### config.mk
export PLATFORM = sky130hd
export DESIGN_NAME = mux_tree_pipe
export DESIGN_NICKNAME = d
export VERILOG_FILES = /design/src/rtl/mux_tree_pkg.sv /design/src/rtl/mux_tree_pipe_mux4_stage.sv /design/src/rtl/mux_tree_pipe.sv
export SDC_FILE = /design/constraint.sdc
export NUM_CORES = 1
export LEC_CHECK = 0
export ABC_AREA = 1
export BUFFER_PORTS_ARGS = -buffer_cell sky130_fd_sc_hd__buf_4
export CORE_MARGIN = 2
export CORE_UTILIZATION = 30
export CTS_CLUSTER_DIAMETER = 40
export DETAILED_ROUTE_END_ITERATION = 12
export GPL_TIMING_DRIVEN = 0
export PLACE_DENSITY = 0.66
export SYNTH_ARGS = -nofsm -noshare
export SYNTH_HDL_FRONTEND = slang
export SYNTH_HIERARCHICAL = 1
export SYNTH_SLANG_ARGS = --single-unit
### constraint.sdc
create_clock -name clk -period 1.9 [get_ports clk]
set_input_delay 0.095 -clock clk [delete_from_list [all_inputs] [get_ports clk]]
set_output_delay 0.095 -clock clk [all_outputs]
set_load 0.1 [all_outputs]
### src/rtl/mux_tree_pkg.sv
// Shared constants and sizing helpers for the pipelined radix-4 mux tree.
package mux_tree_pkg;

    localparam int RADIX      = 4;
    localparam int RADIX_LOG2 = 2;

    function automatic int n_in(input int levels);
        return RADIX ** levels;
    endfunction

    function automatic int sel_w(input int levels);
        return RADIX_LOG2 * levels;
    endfunction

endpackage

### src/rtl/mux_tree_pipe_mux4_stage.sv
// One registered radix-4 tree level: N_OUT muxes, a shared valid bit and the
// select bits later levels still need.
module mux4_stage
    import mux_tree_pkg::*;
#(
    parameter int WIDTH     = 1,
    parameter int N_OUT     = 1,
    parameter int REM_SEL_W = 0,
    parameter int SEL_IN_W  = 2,
    parameter int SEL_LSB   = 0
) (
    input  logic                                         clk,
    input  logic                                         rst,
    input  logic                                         adv,
    input  logic [N_OUT*RADIX*WIDTH-1:0]                 in_data,
    input  logic [SEL_IN_W-1:0]                          in_sel,
    input  logic                                         in_valid,
    output logic [N_OUT*WIDTH-1:0]                       out_data,
    output logic [((REM_SEL_W > 0) ? REM_SEL_W : 1)-1:0] out_sel,
    output logic                                         out_valid
);

    localparam int REG_SEL_W = (REM_SEL_W > 0) ? REM_SEL_W : 1;

    logic [RADIX_LOG2-1:0]  pick_s;
    logic [N_OUT*WIDTH-1:0] mux_s;
    logic [REG_SEL_W-1:0]   carry_s;
    logic [N_OUT*WIDTH-1:0] data_r;
    logic [REG_SEL_W-1:0]   sel_r;
    logic                   valid_r;

    assign pick_s = in_sel[SEL_LSB +: RADIX_LOG2];

    // The root level has nothing left to forward; drive a constant zero bit.
    if (REM_SEL_W > 0) begin : g_carry
        assign carry_s = in_sel[SEL_IN_W-1 -: REM_SEL_W];
    end else begin : g_no_carry
        assign carry_s = 1'b0;
    end

    // Radix-4 selection for every group of four lower-level outputs
    always_comb begin
        mux_s = '0;
        for (int j = 0; j < N_OUT; j++) begin
            case (pick_s)
                2'd0:    mux_s[j*WIDTH +: WIDTH] = in_data[(RADIX*j + 0)*WIDTH +: WIDTH];
                2'd1:    mux_s[j*WIDTH +: WIDTH] = in_data[(RADIX*j + 1)*WIDTH +: WIDTH];
                2'd2:    mux_s[j*WIDTH +: WIDTH] = in_data[(RADIX*j + 2)*WIDTH +: WIDTH];
                2'd3:    mux_s[j*WIDTH +: WIDTH] = in_data[(RADIX*j + 3)*WIDTH +: WIDTH];
                default: mux_s[j*WIDTH +: WIDTH] = {WIDTH{1'b0}};
            endcase
        end
    end

    // Level registers: valid follows every advance, payload loads only with a valid item
    always_ff @(posedge clk or posedge rst) begin
        if (rst) begin
            valid_r <= 1'b0;
            data_r  <= '0;
            sel_r   <= '0;
        end else if (adv) begin
            valid_r <= in_valid;
            if (in_valid) begin
                data_r <= mux_s;
                sel_r  <= carry_s;
            end
        end
    end

    assign out_data  = data_r;
    assign out_sel   = sel_r;
    assign out_valid = valid_r;

endmodule

### src/rtl/mux_tree_pipe.sv
// Pipelined N-to-1 radix-4 mux tree with valid/ready on both sides.
// Optional MUX_TREE_PIPE_SEL_ECHO_EN adds out_sel, the select that produced out_data.
module mux_tree_pipe
    import mux_tree_pkg::*;
#(
    parameter int WIDTH  = 1,
    parameter int LEVELS = 2
) (
    input  logic                          clk,
    input  logic                          rst,
    input  logic [n_in(LEVELS)*WIDTH-1:0] in_data,
    input  logic [sel_w(LEVELS)-1:0]      in_sel,
    input  logic                          in_valid,
    output logic                          in_ready,
    output logic [WIDTH-1:0]              out_data,
    output logic                          out_valid,
    input  logic                          out_ready
`ifdef MUX_TREE_PIPE_SEL_ECHO_EN
    ,
    output logic [sel_w(LEVELS)-1:0]      out_sel
`endif
);

    localparam int SEL_W = sel_w(LEVELS);
`ifdef MUX_TREE_PIPE_SEL_ECHO_EN
    localparam bit ECHO_EN = 1'b1;
`else
    localparam bit ECHO_EN = 1'b0;
`endif

    logic adv_s;

    // Whole pipeline moves together; a stalled full output freezes every level.
    assign adv_s    = out_ready | ~out_valid;
    assign in_ready = adv_s;

    for (genvar k = 0; k < LEVELS; k++) begin : g_lvl
        localparam int N_OUT     = n_in(LEVELS - 1 - k);
        localparam int SEL_IN_W  = ECHO_EN ? SEL_W : SEL_W - RADIX_LOG2*k;
        localparam int REM_SEL_W = ECHO_EN ? SEL_W : SEL_W - RADIX_LOG2*(k + 1);
        localparam int SEL_LSB   = ECHO_EN ? RADIX_LOG2*k : 0;
        localparam int REG_SEL_W = (REM_SEL_W > 0) ? REM_SEL_W : 1;

        logic [N_OUT*RADIX*WIDTH-1:0] din_s;
        logic [SEL_IN_W-1:0]          sin_s;
        logic                         vin_s;
        logic [N_OUT*WIDTH-1:0]       dout_s;
        logic [REG_SEL_W-1:0]         sout_s;
        logic                         vout_s;

        if (k == 0) begin : g_head
            assign din_s = in_data;
            assign sin_s = in_sel;
            assign vin_s = in_valid;
        end else begin : g_tail
            assign din_s = g_lvl[k-1].dout_s;
            assign sin_s = g_lvl[k-1].sout_s;
            assign vin_s = g_lvl[k-1].vout_s;
        end

        mux4_stage #(
            .WIDTH     (WIDTH),
            .N_OUT     (N_OUT),
            .REM_SEL_W (REM_SEL_W),
            .SEL_IN_W  (SEL_IN_W),
            .SEL_LSB   (SEL_LSB)
        ) u_stage (
            .clk       (clk),
            .rst       (rst),
            .adv       (adv_s),
            .in_data   (din_s),
            .in_sel    (sin_s),
            .in_valid  (vin_s),
            .out_data  (dout_s),
            .out_sel   (sout_s),
            .out_valid (vout_s)
        );
    end

    assign out_data  = g_lvl[LEVELS-1].dout_s;
    assign out_valid = g_lvl[LEVELS-1].vout_s;

`ifdef MUX_TREE_PIPE_SEL_ECHO_EN
    assign out_sel = g_lvl[LEVELS-1].sout_s;
`else
    logic sel_unused_s;
    assign sel_unused_s = ^g_lvl[LEVELS-1].sout_s;
`endif

endmodule

==> results of run 1 <==
[path summary, 6_finish.rpt]
path                                                             to                                      from  cells after the start
min in group asynchronous     g_lvl[1].u_stage/out_data$_DFFE_PP0P_                                       rst                      3
max                                                        in_ready    g_lvl[1].u_stage/out_valid$_DFFE_PP0P_                      2
max reg2reg                 g_lvl[0].u_stage/out_sel[1]$_DFFE_PP0P_    g_lvl[1].u_stage/out_valid$_DFFE_PP0P_                      4
min                         g_lvl[0].u_stage/out_sel[1]$_DFFE_PP0P_                                 in_sel[3]                      2
max in group asynchronous  g_lvl[0].u_stage/out_data[2]$_DFFE_PP0P_                                       rst                      3
min reg2reg                g_lvl[0].u_stage/out_data[2]$_DFFE_PP0P_  g_lvl[0].u_stage/out_data[2]$_DFFE_PP0P_                      2
[cell type report]
| type | count | area [um2] |
|---|---|---|
| Fill cell | 189 | 898 |
| Multi-Input combinational cell | 49 | 248 |
| Sequential cell | 9 | 226 |
| Timing Repair Buffer | 27 | 205 |
| Inverter | 14 | 53.8 |
| Tap cell | 25 | 31.3 |
| Clock buffer | 4 | 26.3 |
| Buffer | 2 | 18.8 |
[stage by stage]
step | cells | hold slack (ps)
6_report | 130 | 74.9
5_1_grt | 130 | 63.0
4_1_cts | 130 | 64.3
3_5_place_dp | 125 | -32.6
3_3_place_gp | 125 | -37.1
2_1_floorplan | 74 | -164
[layer usage]
| layer | up-vias | global-route usage, % | share of wire, % |
|---|---|---|---|
| met5 | - | 0 | 0 |
| met4 | 0 | 5.14 | 0 |
| met3 | 0 | 2.35 | 9.3 |
| met2 | 27 | 23.9 | 48 |
| met1 | 226 | 15.8 | 43 |
| li1 | 299 | - | - |
[cell usage in the layout (no fill, tap or decap), drive strengths merged, types with 2 or more instances in the layout]
master / n
a21oi: 4
dfrtp: 9
mux2: 2
clkbuf: 4
nand2: 22
nand3: 14
o21ai: 2
o21bai: 3
inv: 13
buf: 28
[state kept, by name, indices dropped and copies added (netlist names)]
name,cells
g_lvl.u_stage/out_sel,2
g_lvl.u_stage/out_valid,2
g_lvl.u_stage/out_data,5
[power by group]
| part | total [W] | switching [W] | leakage (nW) | internal (W) |
|---|---|---|---|---|
| clock network | 0.000139 | 0.0000584 | 0.0150 | 0.0000804 |
| registers | 0.000262 | 0.0000266 | 0.108 | 0.000235 |
| logic | 0.000314 | 0.000209 | 0.328 | 0.000105 |
| total | 0.000715 | 0.000294 | 0.450 | 0.000421 |
==> impl_metrics.py, run 1 <==
metrics = {
    "routing": {
        "drt-initial-drc-count": 8,
        "wl_per_cell_um": 8.91,
        "drc": 0,
        "dr_total_vias": 552,
        "wl_um": 1160,
        "drtAntennaViolNets": 0,
        "vias_per_cell": 4.25,
        "drtPass1Iterations": 4,
    },
    "pwr": {
        "power_leakage_nw": 0.450,
        "ir_drop_mv": 0.357,
        "power.density_mw_per_mm2": 883,
        "power_w": 0.000715,
    },
    "setup_path": {
        "critPathKind": "reg2out",
        "max_stage_delay_ps": 410,
        "path_buf_inv": 1,
        "rrSetupSlack_ps": 760,
        "critical_path.cell_chain": "nand2_2, buf_4",
        "end_kind": "output pin",
        "worst-endpoint-required_ps": 1800,
        "critPathTopFamily": "flip-flops",
        "critical_path_arrival_ps": 1080,
        "cp-start-kind": "register",
        "critPathMaxFanout": 5,
        "cp_slowest_cell": "dfrtp_2",
    },
    "sta": {
        "worstMarginPinSlew_ps": 278,
        "finalHoldViolCount": 0,
        "finalSetupTns_ps": 0,
        "rsz0062_at_grt": "false",
        "timing.fmax_mhz": 854,
        "min_period_ps": 1170,
        "fin_crit_sh_pct": 61.6,
        "setup_viol": 0,
        "finalMaxSlewViolations": 0,
        "setup_ws_ps": 729,
        "slew_headroom_pct": 81.6,
        "clock-skew-final_ps": 1.45,
    },
    "clocking": {
        "path_clk_slew_ps": 60,
        "postCtsHoldBufs": 1,
        "cts_tree": "built",
        "cts_resized": 0,
        "cts_max_path_buffers": 2,
        "root_buffer": "clkbuf_4",
        "htreeDepth": 1,
        "clock_latency_ps": 250,
        "cts_buffers": 3,
        "clock-sinks": 9,
        "post_cts_buffers": 0,
    },
    "die": {
        "die_h_um": 46.5,
        "start_util_pct": 31.8,
        "core.rowCount": 15,
        "die_x_um": 46.5,
        "ios": 27,
        "dieArea_mm2": 0.00217,
        "core_mm2": 0.00171,
    },
    "placed_design": {
        "portBuffers": 26,
        "place_area_um2": 773,
        "place_hpwl_um": 969,
        "detailedPlace.worstSlack_ps": 763,
        "gp_congestion": 0.746,
    },
    "logic_synthesis": {
        "syn_nets": 98,
        "syn_area_um2": 543,
        "syn-mean-instance-area_um2": 7.34,
        "syn_inst": 74,
        "yosysWarnings": 6,
    },
    "finish": {
        "final_area_um2": 810,
        "fin_nets": 130,
        "drive_gt1_share_pct": 36.2,
        "n_antenna_cell": 0,
        "final_core_util_pct": 47.4,
        "areaGrowthSynthToFinish_pct": 49.1,
    },
    "global_routing": {
        "grt_use_total_pct": 13.4,
        "grt_pass1_wl_um": 2100,
        "grt_max_degree": 11,
        "grt_antenna_before_repair": 0,
        "grt_remaining_overflow": 0,
        "grt_pass1_vias": 547,
    },
    "min_path": {
        "min_path_type": "in2reg",
    },
    "status": {
        "status": "completed",
    },
    "flow_run": {
        "maxCapViolations": 0,
    },
}
No activity file was read; power rests on OpenSTA's default activity.
==> run 2, diff against run 1 <==
clock period = 1.1 ns   (was 1.9 ns; I/O delays follow)
==> run 2 against run 1 <==
Net effect: the run now ends with negative setup slack left; worst setup slack worse by 800 ps; first-iteration DRC count is 13% lower; clock power rose by 78%; global-route usage is 0.30 points lower; hold slack got worse by 46 ps.
==> impl_metrics.py, run 2 (synthesis results as in run 1) <==
metrics = {
    "finish": {
        "multi_input_area_um2": 269,
        "finalNonFillerCells": 132,
        "layout_common_cells": "buf_4, nand2_1, nand3_1",
        "ff_latch_area_um2": 229,
        "areaGrowthSynthToFinish_pct": 56.9,
        "largest_reg_flops": 5,
        "n_antenna_cell": 0,
        "final_common_cell": "buf_4",
        "n_fill_cell": 177,
        "drive_gt1_share_pct": 38.3,
        "fin_nets": 132,
    },
    "clocking": {
        "clock_latency_ps": 250,
        "root_buffer": "clkbuf_4",
        "path_clk_slew_ps": 60,
        "cts_max_path_buffers": 2,
        "clock-sinks": 9,
        "cts_buffers": 3,
        "htreeDepth": 1,
        "cts_tree": "built",
    },
    "setup_path": {
        "cp_slowest_cell": "dfrtp_4",
        "critPathMaxFanout": 5,
        "r2r_cells": 4,
        "cp-start-kind": "register",
        "critical_path_arrival_ps": 1310,
        "critPathKind": "reg2reg",
        "r2r_start": "g_lvl[1].u_stage/out_valid$_DFFE_PP0P_",
        "reg2reg_to": "g_lvl[0].u_stage/out_sel[1]$_DFFE_PP0P_",
        "end_kind": "register",
        "rrSetupSlack_ps": -70,
        "critical_path.cell_chain": "nand2_8, nand2_4, buf_6, mux2_4",
        "max_stage_delay_ps": 510,
        "worst-endpoint-required_ps": 1240,
        "cp-endpoint": "g_lvl[0].u_stage/out_sel[1]$_DFFE_PP0P_",
        "startpoint": "g_lvl[1].u_stage/out_valid$_DFFE_PP0P_",
    },
    "routing": {
        "wl_um": 1190,
        "drtPass1Iterations": 4,
        "vias_per_cell": 4.26,
        "drc": 0,
        "wl_per_cell_um": 9.02,
        "dr_total_vias": 562,
        "drt-initial-drc-count": 7,
        "drtAntennaViolNets": 0,
    },
    "sta": {
        "setup_viol": 3,
        "fin_crit_sh_pct": 106,
        "rsz0062_at_grt": "true",
        "slew_headroom_pct": 82.2,
        "finalMaxSlewViolations": 0,
        "finalHoldViolCount": 0,
        "finalSetupTns_ps": -129,
        "min_period_ps": 1170,
        "clock-skew-final_ps": 1.71,
        "timing.fmax_mhz": 857,
        "setup_ws_ps": -66.2,
        "worstMarginPinSlew_ps": 266,
    },
    "global_routing": {
        "grt_pass1_wl_um": 1970,
        "grt_max_degree": 11,
        "grt_pass1_vias": 539,
        "grt_use_total_pct": 13.1,
        "grt.met3_usage_pct": 2.35,
        "grt_antenna_before_repair": 0,
        "met1_usage_pct": 14.1,
        "grt_remaining_overflow": 0,
        "grt.busiest_layer": "met2",
        "use_met2_pct": 21.9,
    },
    "die": {
        "dieArea_mm2": 0.00217,
        "die_h_um": 46.5,
        "die_x_um": 46.5,
        "start_util_pct": 31.8,
        "core_mm2": 0.00171,
        "core.rowCount": 15,
        "ios": 27,
    },
    "pwr": {
        "power.density_mw_per_mm2": 1510,
        "ir_drop_mv": 0.625,
        "seqPwrFrac_pct": 36.2,
        "clockPowerShare_pct": 19.1,
        "power_leakage_nw": 0.466,
        "combPwrFrac_pct": 44.7,
        "p_sw_share_pct": 41.7,
        "power_switching_w": 0.000537,
        "p_int_w": 0.000752,
    },
    "placed_design": {
        "gp_congestion": 0.762,
        "portBuffers": 26,
        "dpl.cell_count": 125,
        "detailedPlace.worstSlack_ps": -73.9,
        "place_hpwl_um": 914,
    },
    "status": {
        "failed_checks": "negative setup slack",
        "status": "complete, but fails checks",
    },
    "flow_run": {
        "maxCapViolations": 0,
    },
    "min_path": {
        "min_path_type": "in2reg",
    },
}
==> run 2: worst max-delay path: cells and delay by family (launching register included) <==
family,cells,cell delay (ps)
and+or+nand+nor,2,140
muxes,1,280
buffers and inverters,1,120
DFF,1,510
==> run 2: cell type report <==
class,count,share of cell area (%)
buffer,2,2.20
clock buffer,4,3.08
timing repair buffer,29,26.3
tap,25,3.67
inverter,14,6.31
sequential,9,26.9
multi-input combinational,49,31.6
==> run 2: metrics by stage <==
stage | util [%] | total power [W] | area (um2) | hold WS [ps]
floorplan | - | 0.000871 | 568 | -204
finish | 49.9 | 0.00129 | 852 | 28.8
CTS | 50.4 | 0.00131 | 861 | 19.5
global route | 49.9 | 0.00137 | 852 | 23.5
global placement | 46.5 | 0.00102 | 795 | -75.9
detailed placement | 46.5 | 0.00102 | 795 | -75.4
==> run 2: power by group through the flow <==
stage	clock [W]	sequential (W)	combinational, W
after CTS	0.000260	0.000465	0.000583
final	0.000247	0.000466	0.000575
after global routing	0.000270	0.000475	0.000621
after detailed placement	0	0.000470	0.000552
after global placement	0	0.000470	0.000548
after floorplan	0	0.000649	0.000223
==> run 2: how the worst min path moves through the flow <==
stage                         start                                 endpoint  slack [ps]  depth (start not counted)
final                     in_sel[3]  g_lvl[0].u_stage/out_sel[1]$_DFFE_PP0P_          30                          2
after global routing      in_sel[3]  g_lvl[0].u_stage/out_sel[1]$_DFFE_PP0P_          20                          2
after CTS                 in_sel[3]  g_lvl[0].u_stage/out_sel[1]$_DFFE_PP0P_          20                          2
after detailed placement        rst    g_lvl[1].u_stage/out_data$_DFFE_PP0P_         -80                          2
after global placement          rst    g_lvl[1].u_stage/out_data$_DFFE_PP0P_         -80                          2
after floorplan                 rst    g_lvl[1].u_stage/out_data$_DFFE_PP0P_        -200                          1
==> run 2: metal layers <==
| metal | part of all wire [%] | wire, um |
|---|---|---|
| met5 | 0 | 0 |
| met4 | 1.0 | 12 |
| met3 | 7.3 | 87 |
| met2 | 49 | 578 |
| met1 | 43 | 513 |
==> run 2: timing repair <==
item,4_1_cts,5_1_grt
hold buffers,1,0
buffers inserted,2,0
setup endpoints to repair,2,7
endpoints found under the hold margin,9,0
pin swaps,0,2
gates resized for setup,3,1
cloned,1,0
==> run 3, diff against run 2 <==
CORE_AREA = 2 2 39 41   (was unset)
CORE_MARGIN = unset   (was 2)
CORE_UTILIZATION = unset   (was 30)
DIE_AREA = 0 0 41 43   (was unset)
PLACE_DENSITY = unset   (was 0.66)
PLACE_DENSITY_LB_ADDON = 0.25   (was unset)
==> run 3 against run 2 <==
Net effect: the flow still finishes with violations (negative setup slack); largest cell class unchanged; clock power is 3% higher; wire length up 0.25%; critical endpoint unchanged; first-iteration DRC count increased by 57%; sequential power rose by 2%; via count stayed put; sequential share of layout area shrank 0.69 points; maximum frequency is 0.31% higher.
==> impl_metrics.py, run 3 (synthesis results as in run 1) <==
metrics = {
    "status": {
        "status": "complete, but fails checks",
        "failed_checks": "negative setup slack",
    },
    "die": {
        "dieArea_mm2": 0.00176,
        "die_x_um": 41,
        "core_mm2": 0.00138,
        "start_util_pct": 39.2,
        "ios": 27,
        "die_h_um": 43,
        "core.rowCount": 14,
    },
    "setup_path": {
        "critPathMaxFanout": 5,
        "r2r_start": "g_lvl[1].u_stage/out_valid$_DFFE_PP0P_",
        "end_kind": "register",
        "critPathKind": "reg2reg",
        "startpoint": "g_lvl[1].u_stage/out_valid$_DFFE_PP0P_",
        "worst-endpoint-required_ps": 1240,
        "critical_path_arrival_ps": 1300,
        "cp-start-kind": "register",
    },
    "pwr": {
        "seqPwrFrac_pct": 35.5,
        "ir_drop_mv": 0.643,
        "p_int_w": 0.000771,
        "power_leakage_nw": 0.480,
        "p_sw_share_pct": 42.4,
        "combPwrFrac_pct": 45.6,
        "power_switching_w": 0.000568,
        "clockPowerShare_pct": 18.9,
        "power.density_mw_per_mm2": 1530,
    },
    "finish": {
        "n_antenna_cell": 0,
        "finalNonFillerCells": 124,
        "layout_common_cells": "buf_4, nand2_1, nand3_1",
        "fin_nets": 133,
        "drive_gt1_share_pct": 42.6,
        "areaGrowthSynthToFinish_pct": 61.1,
        "largest_reg_flops": 5,
        "final_common_cell": "buf_4",
    },
    "clocking": {
        "clock_latency_ps": 260,
        "clock-sinks": 9,
        "cts_buffers": 3,
        "path_clk_slew_ps": 60,
        "cts_tree": "built",
        "htreeDepth": 1,
        "root_buffer": "clkbuf_4",
        "cts_max_path_buffers": 2,
    },
    "sta": {
        "finalSetupTns_ps": -125,
        "slew_headroom_pct": 80.8,
        "min_period_ps": 1160,
        "setup_viol": 3,
        "finalHoldViolCount": 0,
        "finalMaxSlewViolations": 0,
        "timing.fmax_mhz": 860,
        "rsz0062_at_grt": "true",
        "fin_crit_sh_pct": 106,
        "setup_ws_ps": -62.6,
        "clock-skew-final_ps": 1.29,
        "worstMarginPinSlew_ps": 287,
    },
    "routing": {
        "dr_total_vias": 562,
        "drt-initial-drc-count": 11,
        "vias_per_cell": 4.53,
        "wl_per_cell_um": 9.63,
        "drtAntennaViolNets": 0,
        "drtPass1Iterations": 4,
        "wl_um": 1190,
        "drc": 0,
    },
    "global_routing": {
        "grt_use_total_pct": 17.0,
        "grt_pass1_vias": 537,
        "grt_max_degree": 11,
        "grt_pass1_wl_um": 2040,
        "grt_remaining_overflow": 0,
        "grt_antenna_before_repair": 0,
    },
    "placed_design": {
        "gp_congestion": 0.636,
        "portBuffers": 26,
        "place_hpwl_um": 861,
        "detailedPlace.worstSlack_ps": -68.5,
        "dpl.cell_count": 116,
    },
    "min_path": {
        "min_path_type": "in2reg",
        "min-delay-start": "in_sel[2]",
    },
    "flow_run": {
        "maxCapViolations": 0,
    },
}
## run 3: cell types whose count changed in the layout (fill, tap and decap cells not counted), sizes merged
| cell | previous run | this run |
|---|---|---|
| buf | 30 | 31 |
## run 3: path summary, 6_finish.rpt
path / to / slack, ps / cells after the start
worst max-delay path: g_lvl[0].u_stage/out_sel[1]$_DFFE_PP0P_ / -60 / 4
worst min-delay path: g_lvl[0].u_stage/out_sel[0]$_DFFE_PP0P_ / 30 / 2
worst max register to register: g_lvl[0].u_stage/out_sel[1]$_DFFE_PP0P_ / -60 / 4
worst min register to register: g_lvl[1].u_stage/out_data$_DFFE_PP0P_ / 480 / 2
max in group asynchronous: g_lvl[0].u_stage/out_sel[1]$_DFFE_PP0P_ / 610 / 3
min in group asynchronous: g_lvl[1].u_stage/out_valid$_DFFE_PP0P_ / 210 / 3
## run 3: power by group through the flow
stage	clock (W)	combinational, W	sequential [W]
floorplan	0	0.000223	0.000649
global placement	0	0.000546	0.000470
detailed placement	0	0.000552	0.000471
CTS	0.000263	0.000597	0.000470
global route	0.000279	0.000657	0.000485
finish	0.000254	0.000611	0.000475
## run 3: worst max-delay path: stages, from the launching register on
cell and delay (ps):
dfrtp_4 510, nand2_8 80, nand2_4 40, buf_6 120, mux2_4 290
## run 3: repair_timing
action,in CTS,in global routing
resized for setup,7,4
hold endpoints to repair,9,0
setup endpoints to repair,2,8
buffers inserted,2,0
hold buffers,1,0
cloned,1,0
pin swaps,1,1
## run 3: layout make-up
class | instances | area, um2
multi-input combinational | 49 | 289
inverter | 14 | 56.3
sequential | 9 | 229
tap | 16 | 20.0
fill | 129 | 509
clock buffer | 4 | 26.3
buffer | 2 | 18.8
timing repair buffer | 30 | 235
## run 3: routing by layer
layer / global-route usage [%] / vias to the layer above / part of all wire, %
met3: 5.24 / 0 / 6.3
met5: 0 / - / 0
li1: - / 302 / -
met2: 28.4 / 21 / 53
met1: 18.3 / 239 / 41
met4: 8.00 / 0 / 0
## run 3: metrics by stage
step	area, um2	power, W	hold slack (ps)	utilization [%]
global placement	783	0.00102	-76.1	56.6
CTS	860	0.00133	20.5	62.1
detailed placement	783	0.00102	-73.6	56.6
finish	875	0.00134	28.0	63.2
floorplan	568	0.000871	-204	-
global route	875	0.00142	18.6	63.2
